`config.mk`:
```
export PLATFORM = sky130hd
export DESIGN_NAME = reg_writeback_ctrl
export DESIGN_NICKNAME = d
export VERILOG_FILES = /design/src/rtl/wb_pkg.sv /design/src/rtl/wb_load_fifo.sv /design/src/rtl/reg_writeback_ctrl.sv
export SDC_FILE = /design/constraint.sdc
export NUM_CORES = 1
export LEC_CHECK = 0
export BUFFER_PORTS_ARGS = -buffer_cell sky130_fd_sc_hd__buf_4
export CORE_AREA = 3 3 133 135
export CTS_CLUSTER_SIZE = 10
export DETAILED_ROUTE_END_ITERATION = 16
export DIE_AREA = 0 0 136 138
export MAX_ROUTING_LAYER = met4
export PLACE_DENSITY = 0.77
export SYNTH_ARGS = -nofsm -noshare
export SYNTH_HDL_FRONTEND = slang
export SYNTH_SLANG_ARGS = --single-unit
```
`constraint.sdc`:
```
create_clock -name clk -period 6.1 [get_ports clk]
set_clock_uncertainty 0.2 [all_clocks]
set_input_delay 1.22 -clock clk [delete_from_list [all_inputs] [get_ports clk]]
set_output_delay 1.22 -clock clk [all_outputs]
set_load 0.02 [all_outputs]
```
`src/rtl/wb_pkg.sv`:
```
// Shared types and constants for the register write-back controller.
package wb_pkg;

    // Register 0 is hard-wired; writes to it are consumed but never committed.
    localparam int REG_ZERO = 0;

    // Default geometry used by the load entry type below.
    localparam int WB_ADDR_W = 5;
    localparam int WB_DATA_W = 32;

    // Origin of the value currently held in the write-port register.
    typedef enum logic [1:0] {
        WB_SRC_NONE = 2'd0,
        WB_SRC_ALU  = 2'd1,
        WB_SRC_LOAD = 2'd2
    } wb_src_e;

    // One buffered load result.
    typedef struct packed {
        logic [WB_ADDR_W-1:0] dest;
        logic [WB_DATA_W-1:0] data;
    } wb_load_entry_t;

endpackage

```
`src/rtl/wb_load_fifo.sv`:
```
// Small synchronous FIFO that buffers accepted load results until the write
// port is free. Push is ignored when full and pop is ignored when empty.
module wb_load_fifo
    import wb_pkg::*;
#(
    parameter int DATA_WIDTH = 32,
    parameter int ADDR_WIDTH = 5,
    parameter int DEPTH      = 4
) (
    input  logic                  clk,
    input  logic                  rst_n,
    input  logic                  i_push,
    input  logic [ADDR_WIDTH-1:0] i_push_dest,
    input  logic [DATA_WIDTH-1:0] i_push_data,
    input  logic                  i_pop,
    output logic                  o_full,
    output logic                  o_empty,
    output logic [ADDR_WIDTH-1:0] o_head_dest,
    output logic [DATA_WIDTH-1:0] o_head_data
);

    localparam int PTR_W   = $clog2(DEPTH);
    localparam int CNT_W   = PTR_W + 1;
    localparam int ENTRY_W = ADDR_WIDTH + DATA_WIDTH;

    logic [ENTRY_W-1:0] r_mem [DEPTH];
    logic [PTR_W-1:0]   r_wr_ptr;
    logic [PTR_W-1:0]   r_rd_ptr;
    logic [CNT_W-1:0]   r_count;

    logic               w_do_push;
    logic               w_do_pop;
    logic [ENTRY_W-1:0] w_head;

    assign o_full      = (r_count == CNT_W'(DEPTH));
    assign o_empty     = (r_count == '0);
    assign w_do_push   = i_push && !o_full;
    assign w_do_pop    = i_pop && !o_empty;
    assign w_head      = r_mem[r_rd_ptr];
    assign o_head_dest = w_head[ENTRY_W-1:DATA_WIDTH];
    assign o_head_data = w_head[DATA_WIDTH-1:0];

    // Storage array: written on accepted push only, contents need no reset.
    always_ff @(posedge clk) begin
        if (w_do_push) begin
            r_mem[r_wr_ptr] <= {i_push_dest, i_push_data};
        end
    end

    // Pointers wrap naturally because depth is a power of two.
    always_ff @(posedge clk) begin
        if (!rst_n) begin
            r_wr_ptr <= '0;
            r_rd_ptr <= '0;
            r_count  <= '0;
        end else begin
            if (w_do_push) begin
                r_wr_ptr <= r_wr_ptr + 1'b1;
            end
            if (w_do_pop) begin
                r_rd_ptr <= r_rd_ptr + 1'b1;
            end
            case ({w_do_push, w_do_pop})
                2'b10:   r_count <= r_count + 1'b1;
                2'b01:   r_count <= r_count - 1'b1;
                default: r_count <= r_count;
            endcase
        end
    end

endmodule

```
`src/rtl/reg_writeback_ctrl.sv`:
```
// Register write-back controller: arbitrates ALU results (priority) against
// buffered load results onto the single register-file write port, and tracks
// registers with outstanding loads in a busy scoreboard.
module reg_writeback_ctrl
    import wb_pkg::*;
#(
    parameter int DATA_WIDTH      = 32,
    parameter int ADDR_WIDTH      = 5,
    parameter int LOAD_FIFO_DEPTH = 4
) (
    input  logic                       clk,
    input  logic                       rst_n,
    input  logic                       aluValid,
    input  logic [ADDR_WIDTH-1:0]      aluDest,
    input  logic [DATA_WIDTH-1:0]      aluData,
    input  logic                       loadValid,
    output logic                       loadReady,
    input  logic [ADDR_WIDTH-1:0]      loadDest,
    input  logic [DATA_WIDTH-1:0]      loadData,
    input  logic                       issueLoad,
    input  logic [ADDR_WIDTH-1:0]      issueDest,
    output logic [2**ADDR_WIDTH-1:0]   busyMask,
    output logic                       regWriteControl,
    output logic [ADDR_WIDTH-1:0]      writeRegAddress,
    output logic [DATA_WIDTH-1:0]      writeRegData,
    output logic                       wawError
);

    localparam int NREGS = 2**ADDR_WIDTH;
    localparam logic [ADDR_WIDTH-1:0] ZERO_ADDR = ADDR_WIDTH'(REG_ZERO);

    logic                  w_full;
    logic                  w_empty;
    logic                  w_push;
    logic                  w_pop;
    logic [ADDR_WIDTH-1:0] w_head_dest;
    logic [DATA_WIDTH-1:0] w_head_data;

    wb_src_e               w_sel_src;
    logic [ADDR_WIDTH-1:0] w_sel_dest;
    logic [DATA_WIDTH-1:0] w_sel_data;
    logic [NREGS-1:0]      w_busy_next;

    logic                  r_we;
    logic [ADDR_WIDTH-1:0] r_addr;
    logic [DATA_WIDTH-1:0] r_data;
    wb_src_e               r_src;
    logic [NREGS-1:0]      r_busy;
    logic                  r_waw;

    // Ready depends only on occupancy; a full FIFO refuses even if it pops this cycle.
    assign loadReady = !w_full;
    assign w_push    = loadValid && loadReady;
    assign w_pop     = !aluValid && !w_empty;

    wb_load_fifo #(
        .DATA_WIDTH (DATA_WIDTH),
        .ADDR_WIDTH (ADDR_WIDTH),
        .DEPTH      (LOAD_FIFO_DEPTH)
    ) u_load_fifo (
        .clk         (clk),
        .rst_n       (rst_n),
        .i_push      (w_push),
        .i_push_dest (loadDest),
        .i_push_data (loadData),
        .i_pop       (w_pop),
        .o_full      (w_full),
        .o_empty     (w_empty),
        .o_head_dest (w_head_dest),
        .o_head_data (w_head_data)
    );

    // Source select: ALU always wins, FIFO head only when the ALU is idle.
    always_comb begin
        w_sel_src  = WB_SRC_NONE;
        w_sel_dest = w_head_dest;
        w_sel_data = w_head_data;
        if (aluValid) begin
            w_sel_src  = WB_SRC_ALU;
            w_sel_dest = aluDest;
            w_sel_data = aluData;
        end else if (!w_empty) begin
            w_sel_src  = WB_SRC_LOAD;
        end
    end

    // Write-port register; register 0 targets are consumed without enabling the write.
    always_ff @(posedge clk) begin
        if (!rst_n) begin
            r_we   <= 1'b0;
            r_addr <= '0;
            r_data <= '0;
            r_src  <= WB_SRC_NONE;
        end else if (w_sel_src != WB_SRC_NONE) begin
            r_we   <= (w_sel_dest != ZERO_ADDR);
            r_addr <= w_sel_dest;
            r_data <= w_sel_data;
            r_src  <= w_sel_src;
        end else begin
            r_we   <= 1'b0;
            r_src  <= WB_SRC_NONE;
        end
    end

    // Scoreboard next state: clear on committed load write, then set on issue so set wins.
    always_comb begin
        w_busy_next = r_busy;
        if (r_we && (r_src == WB_SRC_LOAD)) begin
            w_busy_next[r_addr] = 1'b0;
        end
        if (issueLoad && (issueDest != ZERO_ADDR)) begin
            w_busy_next[issueDest] = 1'b1;
        end
        w_busy_next[0] = 1'b0;
    end

    // Scoreboard and sticky write-after-write flag.
    always_ff @(posedge clk) begin
        if (!rst_n) begin
            r_busy <= '0;
            r_waw  <= 1'b0;
        end else begin
            r_busy <= w_busy_next;
            if (aluValid && (aluDest != ZERO_ADDR) && r_busy[aluDest]) begin
                r_waw <= 1'b1;
            end
        end
    end

    assign regWriteControl = r_we;
    assign writeRegAddress = r_addr;
    assign writeRegData    = r_data;
    assign busyMask        = r_busy;
    assign wawError        = r_waw;

endmodule
```
==> results of run 1 <==
area by class of cell:
| type | instances | area, µm² | share of cell area |
|---|---|---|---|
| clock buffer | 46 | 725.7 | 0.06557 |
| clock inverter | 1 | 16.27 | 0.001470 |
| inverter | 9 | 33.78 | 0.003052 |
| multi-input combinational | 378 | 2763 | 0.2496 |
| sequential | 229 | 6068 | 0.5483 |
| tap | 220 | 275.3 | 0.02487 |
| timing repair buffer | 158 | 1186 | 0.1072 |
placed cells by master, fill, tap and decap left out, types with 2 or more instances in the layout:
cell         n
clkbuf_1    20
a211oi_1     2
mux4_2      41
or3_1        4
nor3b_1      4
buf_4      158
inv_1        7
a21oi_1     42
clkbuf_16   26
nor3_1       4
a311oi_1    33
xor2_1       3
o21ai_0     35
and3b_1      3
xnor2_1      2
nand3b_1     5
nor2_1      49
ha_1         5
nand3_1      3
dfxtp_2      2
a31oi_1      3
and3_2       4
edfxtp_1   148
nand2_1    107
and3_1       3
dfxtp_1     79
nand2b_1     2
mux2i_1     12
routing by layer:
| metal | wire (µm) | vias up |
|---|---|---|
| met5 | 0 | - |
| met4 | 513 | 0 |
| met3 | 1474 | 49 |
| met2 | 10900 | 272 |
| met1 | 8551 | 2982 |
| li1 | - | 2769 |
per-stage QoR:
stage | cell area, µm² | utilization | setup WS, ps
2_1_floorplan | 9076 | - | 3093
4_1_cts | 11070 | 0.6674 | 3066
6_report | 11070 | 0.6674 | 3047
3_3_place_gp | 10330 | 0.6227 | 2711
5_1_grt | 11070 | 0.6674 | 2804
3_5_place_dp | 10330 | 0.6227 | 2519
power groups by stage:
stage	Sequential [µW]	Clock, µW	Combinational (µW)
after floorplan	2080	0	627
after global placement	2070	0	955
after detailed placement	2080	0	984
after CTS	2050	1380	994
after global routing	2080	1460	1060
final	2050	1370	986
how the worst max path moves through the flow:
stage	from	end	depth (start not counted)
after floorplan	aluValid	u_load_fifo.r_count[2]	8
after global placement	aluValid	writeRegData[12]	6
after detailed placement	aluValid	writeRegData[9]	6
after CTS	aluValid	writeRegData[9]	6
after global routing	aluValid	writeRegData[9]	6
final	aluValid	writeRegData[9]	6
cells by family (layout without fill, tap and decap cells):
family | after synthesis | in the layout | synth area share
multiplexers | 54 | 54 | 0.1162
adder cells (fa/ha/maj) | 6 | 6 | 0.009099
AO/OA/AOI/OAI | 119 | 119 | 0.08161
flip-flops | 229 | 229 | 0.6683
AND/OR/NAND/NOR | 193 | 193 | 0.09140
buffers and inverters | 51 | 214 | 0.02812
XOR/XNOR | 5 | 5 | 0.004826
other | 1 | 1 | 0.0004132
tightest hold or removal path: stages (launching register included):
cell	delay [ps]
dfxtp_1	320
o21ai_0	70
a21oi_1	60
registers in the layout (all words and copies together) (netlist names), named ones only:
| name | count |
|---|---|
| u_load_fifo.r_mem | 148 |
| writeRegData | 32 |
| busyMask | 31 |
| writeRegAddress | 5 |
| u_load_fifo.r_count | 3 |
| r_src | 2 |
| u_load_fifo.r_rd_ptr | 2 |
| u_load_fifo.r_wr_ptr | 2 |
| regWriteControl | 1 |
| wawError | 1 |
==> results.yml, run 1 <==
logic_synthesis:
  synth_area_leader_cell: "edfxtp_1"
  ys_seq_area_frac: 0.6683
  yosysUniqueCellTypes: 40
  synth-main-ff-cell: "edfxtp_1"
  yosysMostFrequentCell: "edfxtp_1"
  synth_top_area_share: 0.4897
  yosys_warnings: 0
  ys_async_sr_fraction: 0
  synth.avg_cell_area_um2: 13.79
  synth_seq_cells: 229
  syn_nets: 748
  synth_area_leaders: "edfxtp_1 (49%), dfxtp_1 (18%), mux4_2 (10%), nand2_1 (4.5%), a311oi_1 (3.2%)"
  synth.cell_area_mm2: 0.009076
  synth_edf_count: 148
  synthTopCellsByCount: "edfxtp_1 (148), nand2_1 (108), dfxtp_1 (81)"
  netlist_instances: 658
timing:
  hold_violations: 0
  fin_crit_ps: 3053
  fin_setup_tns_ps: 0
  rsz0062_at_grt: "false"
  slew_viol_final: 0
  relSlewSlack: 0.1851
  period_share: 0.5005
  hold_ws_ps: 300.0
  finalSetupViolCount: 0
  tightest_slew_ps: 1220
  fmax_ghz: 0.3276
routing:
  routed_wirelength_mm: 21.44
  viasPerCell: 5.833
  first_pass_iters: 5
  drc: 0
  wl_per_cell_um: 20.60
  drtAntennaViolNets: 0
  num_vias: 6072
  drtIter0Drc: 557
power_and_ir_drop:
  power_uw: 4402
  p_sw_uw: 1272
  p_seq_frac: 0.465
  p_int_uw: 3130
  power_leakage_uw: 0.004042
  swShare: 0.2890
  clock_power_share: 0.311
  p_comb_frac: 0.224
  p_per_area_mw_per_mm2: 397.7
  worst_ir_drop_vdd_mv: 0.2269
global_route:
  antenna_found_initial: 0
  grt-busiest-layer: "met2"
  grt_pass1_vias: 6327
  grt.total_usage: 0.2322
  grt-ovfl-total: 0
  met1_usage: 0.2929
  grt_pass1_wl_mm: 33.53
  grtUsageMet3: 0.03488
  grt_use_met2: 0.3888
  grt_max_degree: 52
hold_path:
  min_to: "busyMask[8]"
  hold_path_depth: 2
  hold_start: "busyMask[8]"
  min_path_type: "reg -> reg"
outcome:
  outcome: "complete, no violations"
critical_path:
  cp.required_ps: 6320
  reg2reg_from: "u_load_fifo.r_count[0]"
  crit_slowest_cell: "nand2_2"
  crit_top_cell: "buf_4"
  timing.rr.end: "u_load_fifo.r_count[2]"
  r2r_setup_slack_ps: 3500
  path_cells: "buf_4, clkinv_1, nand2_2, buf_4, nor2_1, a311oi_1"
  path_delay_family: "buffers and inverters"
  reg2regPathDepth: 10
  cp.arrival_ps: 3270
  max_stage_delay_ps: 710
  worstSetupEndpointType: "register"
  crit_buf_inv: 3
  crit_type: "in -> reg"
  cp-start-kind: "input port"
  crit_fanout: 51
clock_tree:
  cts_root_buf: "clkbuf_16"
  ctsResizeCount: 0
  worstSkewPairLatency_ps: 520
  cts_hold_buf: 0
  clockBufferDepth: 3
  cts_tree: "built"
  path_clk_slew_ps: 60
  postCtsSetupRepairBufs: 0
  cts-htree-levels: 1
  clkSinkCount: 229
  cts_buffers: 26
floorplan:
  die_w_um: 136
  die_y_um: 138
  core_mm2: 0.01658
  start_util: 0.5473
  dieArea_mm2: 0.01877
  core.rowCount: 47
  num_io_pins: 156
placed_design:
  dp_hpwl_mm: 13.78
  io_buffers: 154
  place_congestion: 0.9011
  place_inst: 994
final_layout:
  nFillCells: 1185
  drive_gt1_frac: 0.2875
  synthToLayoutAreaGrowth_pct: 21.95
  finalNonFillerCells: 1041
  nets: 892
  diodes: 0
job:
  cap_violations: 0
No activity file was read; power rests on OpenSTA's default activity.
==> run 2: changes to the inputs <==
- clock period: 6.1 -> 2.85 ns (I/O delays scaled with it)
==> run 2 against run 1 <==
  * Sequential share of layout area fell by 0.58 points
  * Final cell count rose by 1.1%
  * Non-clock buffer count rose by 12
  * Combinational power rose by 130%
  * Critical path type is now reg -> reg
  * Largest cell class unchanged
  * Largest power group unchanged
==> results.yml, run 2 (synthesized netlist as in run 1, its figures left out) <==
clock_tree:
  cts_tree: "built"
  cts_hold_buf: 0
  cts-htree-levels: 1
  cts_root_buf: "clkbuf_16"
  ctsResizeCount: 0
  clockBufferDepth: 3
  path_clk_slew_ps: 60
  cts_buffers: 26
  clkSinkCount: 229
  postCtsSetupRepairBufs: 0
  worstSkewPairLatency_ps: 510
final_layout:
  layout_common_cells: "buf_4 (168), edfxtp_1 (148), nand2_1 (107), dfxtp_1 (79), nor2_1 (49)"
  drive_gt1_frac: 0.2984
  nets: 904
  final_common_cell: "buf_4"
  top_register: "u_load_fifo.r_mem"
  register_area_mm2: 0.006068
  largest_reg_flops: 148
  nFillCells: 1208
  synthToLayoutAreaGrowth_pct: 23.26
  multi_input_area_mm2: 0.002763
timing:
  fin_crit_ps: 2527
  relSlewSlack: 0.5347
  hold_violations: 0
  worst_slack_ps: 323.0
  finalSetupViolCount: 0
  period_share: 0.8867
  fin_setup_tns_ps: 0
  rsz0062_at_grt: "false"
  slew_viol_final: 0
  fmax_ghz: 0.3957
  tightest_slew_ps: 695.4
routing:
  wl_per_cell_um: 20.82
  wl_met2_mm: 10.98
  drc: 0
  drtIter0Drc: 537
  first_pass_iters: 6
  num_vias: 6163
  wl_met3_mm: 1.534
  m1WireLength_mm: 8.668
  drtAntennaViolNets: 0
  routed_wirelength_mm: 21.90
  top_layer: "met4"
  viasPerCell: 5.858
power_and_ir_drop:
  p_sw_uw: 2704
  p_seq_frac: 0.455
  power_leakage_uw: 0.004114
  p_per_area_mw_per_mm2: 847.7
  p_int_uw: 6780
  clock_power_share: 0.309
  swShare: 0.2851
  p_comb_frac: 0.236
  worst_ir_drop_vdd_mv: 0.5185
floorplan:
  start_util: 0.5473
  dieArea_mm2: 0.01877
  core_mm2: 0.01658
  core.rowCount: 47
  die_w_um: 136
  num_io_pins: 156
  die_y_um: 138
global_route:
  grt-ovfl-total: 0
  grt_max_degree: 49
  grt_pass1_vias: 6382
  antenna_found_initial: 1
  grt.total_usage: 0.2380
  grt_pass1_wl_mm: 34.22
outcome:
  outcome: "complete, no violations"
critical_path:
  cp.arrival_ps: 2770
  cp-start-kind: "register"
  worstSetupEndpointType: "register"
  cp.required_ps: 3090
  crit_fanout: 6
  crit_type: "reg -> reg"
placed_design:
  dp_hpwl_mm: 14.37
  io_buffers: 154
  dp_slack_ps: 232.2
  place_congestion: 0.8726
job:
  cap_violations: 0
hold_path:
  min_path_type: "in -> reg"
run 2: area by class of cell:
cell class | count | share of cell area
clock buffers | 45 | 0.06644
diodes | 1 | 0.0002237
repair buffers | 170 | 0.1163
well taps | 220 | 0.02461
flip-flops and latches | 229 | 0.5424
multi-input cells | 378 | 0.2470
inverters | 9 | 0.003020
run 2: final timing paths:
check | from | slack [ps] | depth (start not counted) | end
setup / recovery | u_load_fifo.r_count[0] | 320 | 10 | u_load_fifo.r_count[2]
hold / removal | loadData[27] | 60 | 1 | u_load_fifo.r_mem[0][27]
setup reg to reg | u_load_fifo.r_count[0] | 320 | 10 | u_load_fifo.r_count[2]
hold reg to reg | busyMask[9] | 290 | 2 | busyMask[9]
run 2: power by group through the flow:
stage / sequential (µW) / clock, µW / combinational (µW)
5_1_grt: 4370 / 3120 / 2420
4_1_cts: 4320 / 2980 / 2260
6_report: 4320 / 2930 / 2240
2_1_floorplan: 4460 / 0 / 1340
3_3_place_gp: 4360 / 0 / 2170
3_5_place_dp: 4380 / 0 / 2240
run 2: stage by stage:
| step | util | hold WS [ps] | cells | power (µW) | instance area [µm²] |
|---|---|---|---|---|---|
| after global placement | 0.6296 | 279.9 | 1006 | 6530 | 10440 |
| after global routing | 0.6746 | 36.10 | 1052 | 9912 | 11190 |
| final | 0.6746 | 57.48 | 1052 | 9483 | 11190 |
| after detailed placement | 0.6296 | 286.5 | 1006 | 6626 | 10440 |
| after CTS | 0.6744 | 36.86 | 1051 | 9559 | 11180 |
| after floorplan | - | 269.2 | 658 | 5800 | 9076 |
run 2: critical path, stage by stage (launching register included):
cell and delay (ps):
dfxtp_1 330, inv_1 110, nand3_1 170, and2_1 240, inv_1 90, ha_1 210, inv_1 70, fa_1 400
xor2_1 180, or3_1 310, a21oi_1 150
run 2: metal layers:
| layer | GRT usage | vias up |
|---|---|---|
| li1 | - | 2790 |
| met3 | 0.04106 | 61 |
| met1 | 0.2963 | 3034 |
| met5 | - | - |
| met2 | 0.3937 | 278 |
| met4 | 0.08541 | 0 |
==> run 3: changes to the inputs <==
- REMOVE_ABC_BUFFERS: unset -> 1
==> run 3 against run 2 <==
  * Worst hold slack better by 4.1 ps
  * Combinational power about the same
  * Die area unchanged
  * Register-to-register slack worse by 30 ps
  * Fmax down 1.0%
  * Largest cell class unchanged
  * Design area up 0.30%
  * Sequential share of layout area down 0.16 points
  * Worst setup slack worse by 26 ps
  * Largest power group unchanged
  * Sequential cell count unchanged
  * Via count up 1.0%
  * Non-clock buffer count up 1
  * First-iteration DRC count up 6.9%
==> results.yml, run 3 (synthesized netlist as in run 1, its figures left out) <==
clock_tree:
  cts_tree: "built"
  cts_hold_buf: 0
  cts_buffers: 27
  worstSkewPairLatency_ps: 510
  ctsResizeCount: 0
  clockBufferDepth: 3
  cts_root_buf: "clkbuf_16"
  clkSinkCount: 229
  postCtsSetupRepairBufs: 0
  cts-htree-levels: 1
  path_clk_slew_ps: 50
timing:
  hold_violations: 0
  finalSetupViolCount: 0
  period_share: 0.8959
  fmax_ghz: 0.3916
  fin_crit_ps: 2553
  slew_viol_final: 0
  rsz0062_at_grt: "false"
  relSlewSlack: 0.5235
  tightest_slew_ps: 712.2
  hold_ws_ps: 61.56
global_route:
  grt-ovfl-total: 0
  grt_pass1_wl_mm: 34.26
  grt.total_usage: 0.2395
  grt_max_degree: 76
  grt_pass1_vias: 6432
  antenna_found_initial: 0
floorplan:
  start_util: 0.5473
  die_y_um: 138
  core_mm2: 0.01658
  dieArea_mm2: 0.01877
  die_w_um: 136
  core.rowCount: 47
  num_io_pins: 156
final_layout:
  design_area_mm2: 0.01122
  diodes: 0
  finalNonFillerCells: 1055
  layout_common_cells: "buf_4 (168), edfxtp_1 (148), nand2_1 (107), dfxtp_1 (79), nor2_1 (49)"
  largest_reg_flops: 148
  nFillCells: 1158
  drive_gt1_frac: 0.2994
  final_common_cell: "buf_4"
  post-route-util: 0.6766
  nets: 906
  top_register: "u_load_fifo.r_mem"
  synthToLayoutAreaGrowth_pct: 23.63
critical_path:
  worstSetupEndpointType: "register"
  cp-start-kind: "register"
  reg2reg_from: "u_load_fifo.r_count[0]"
  r2r_setup_slack_ps: 300
  timing.rr.end: "u_load_fifo.r_count[2]"
  cp.arrival_ps: 2770
  reg2regPathDepth: 10
  crit_type: "reg -> reg"
  crit_fanout: 6
  cp.required_ps: 3070
placed_design:
  place_inst: 1007
  place_congestion: 0.9085
  dpl_cell_area_mm2: 0.01046
  dp_hpwl_mm: 14.21
  io_buffers: 154
power_and_ir_drop:
  power_leakage_uw: 0.004133
  worst_ir_drop_vdd_mv: 0.6777
  p_per_area_mw_per_mm2: 851.5
hold_path:
  hold_start: "loadData[27]"
  min_path_type: "in -> reg"
  hold_path_depth: 1
  min_to: "u_load_fifo.r_mem[2][27]"
routing:
  drtIter0Drc: 574
  viasPerCell: 5.902
  num_vias: 6227
  routed_wirelength_mm: 22.20
  drc: 0
  drtAntennaViolNets: 0
  first_pass_iters: 5
  wl_per_cell_um: 21.04
job:
  cap_violations: 0
outcome:
  outcome: "complete, no violations"
## run 3: cell types whose count changed in the layout (fill, tap and decap cells not counted), sizes merged
cell / previous run / this run
buf: 170 / 171
diode: 1 / 0
clkbuf: 45 / 47
inv: 8 / 9
## run 3: final cells by class
| class | count | area, µm² | area share |
|---|---|---|---|
| clock buffer | 47 | 750.7 | 0.06690 |
| clock inverter | 1 | 8.758 | 0.0007806 |
| sequential | 229 | 6068 | 0.5408 |
| inverter | 9 | 33.78 | 0.003011 |
| multi-input combinational | 378 | 2763 | 0.2462 |
| timing repair buffer | 171 | 1321 | 0.1178 |
| tap | 220 | 275.3 | 0.02453 |
## run 3: critical path, stage by stage, from the launching register on
cell,delay [ps]
dfxtp_1,330
inv_1,110
nand3_1,180
and2_1,250
inv_1,80
ha_1,210
inv_1,90
fa_1,380
xor2_1,160
or3_1,310
a21oi_1,160
## run 3: routing by layer
layer	global-route usage	vias up	part of all wire
li1	-	2793	-
met1	0.3077	3040	0.39
met2	0.3807	343	0.50
met3	0.04760	51	0.088
met4	0.08912	0	0.029
met5	-	-	0
## run 3: worst max path at each step
stage / start / slack, ps / end
5_1_grt: u_load_fifo.r_count[0] / 150 / u_load_fifo.r_count[2]
3_3_place_gp: aluValid / 440 / u_load_fifo.r_count[2]
6_report: u_load_fifo.r_count[0] / 300 / u_load_fifo.r_count[2]
2_1_floorplan: aluValid / -420 / writeRegAddress[1]
4_1_cts: u_load_fifo.r_count[0] / 310 / u_load_fifo.r_count[2]
3_5_place_dp: aluValid / 280 / u_load_fifo.r_count[2]
## run 3: power by group
part           switching (µW)  internal [µW]  total [µW]
combinational            1200           1050        2240
clock                    1210           1770        2970
sequential                333           4000        4340
total                    2740           6820        9550
## run 3: per-stage QoR
step,setup slack [ps],total power (µW),setup TNS [ps]
floorplan,-420.5,5702,-11690
global placement,441.2,6509,0
detailed placement,284.8,6621,0
CTS,312.9,9613,0
global route,150.5,9965,0
finish,296.6,9554,0
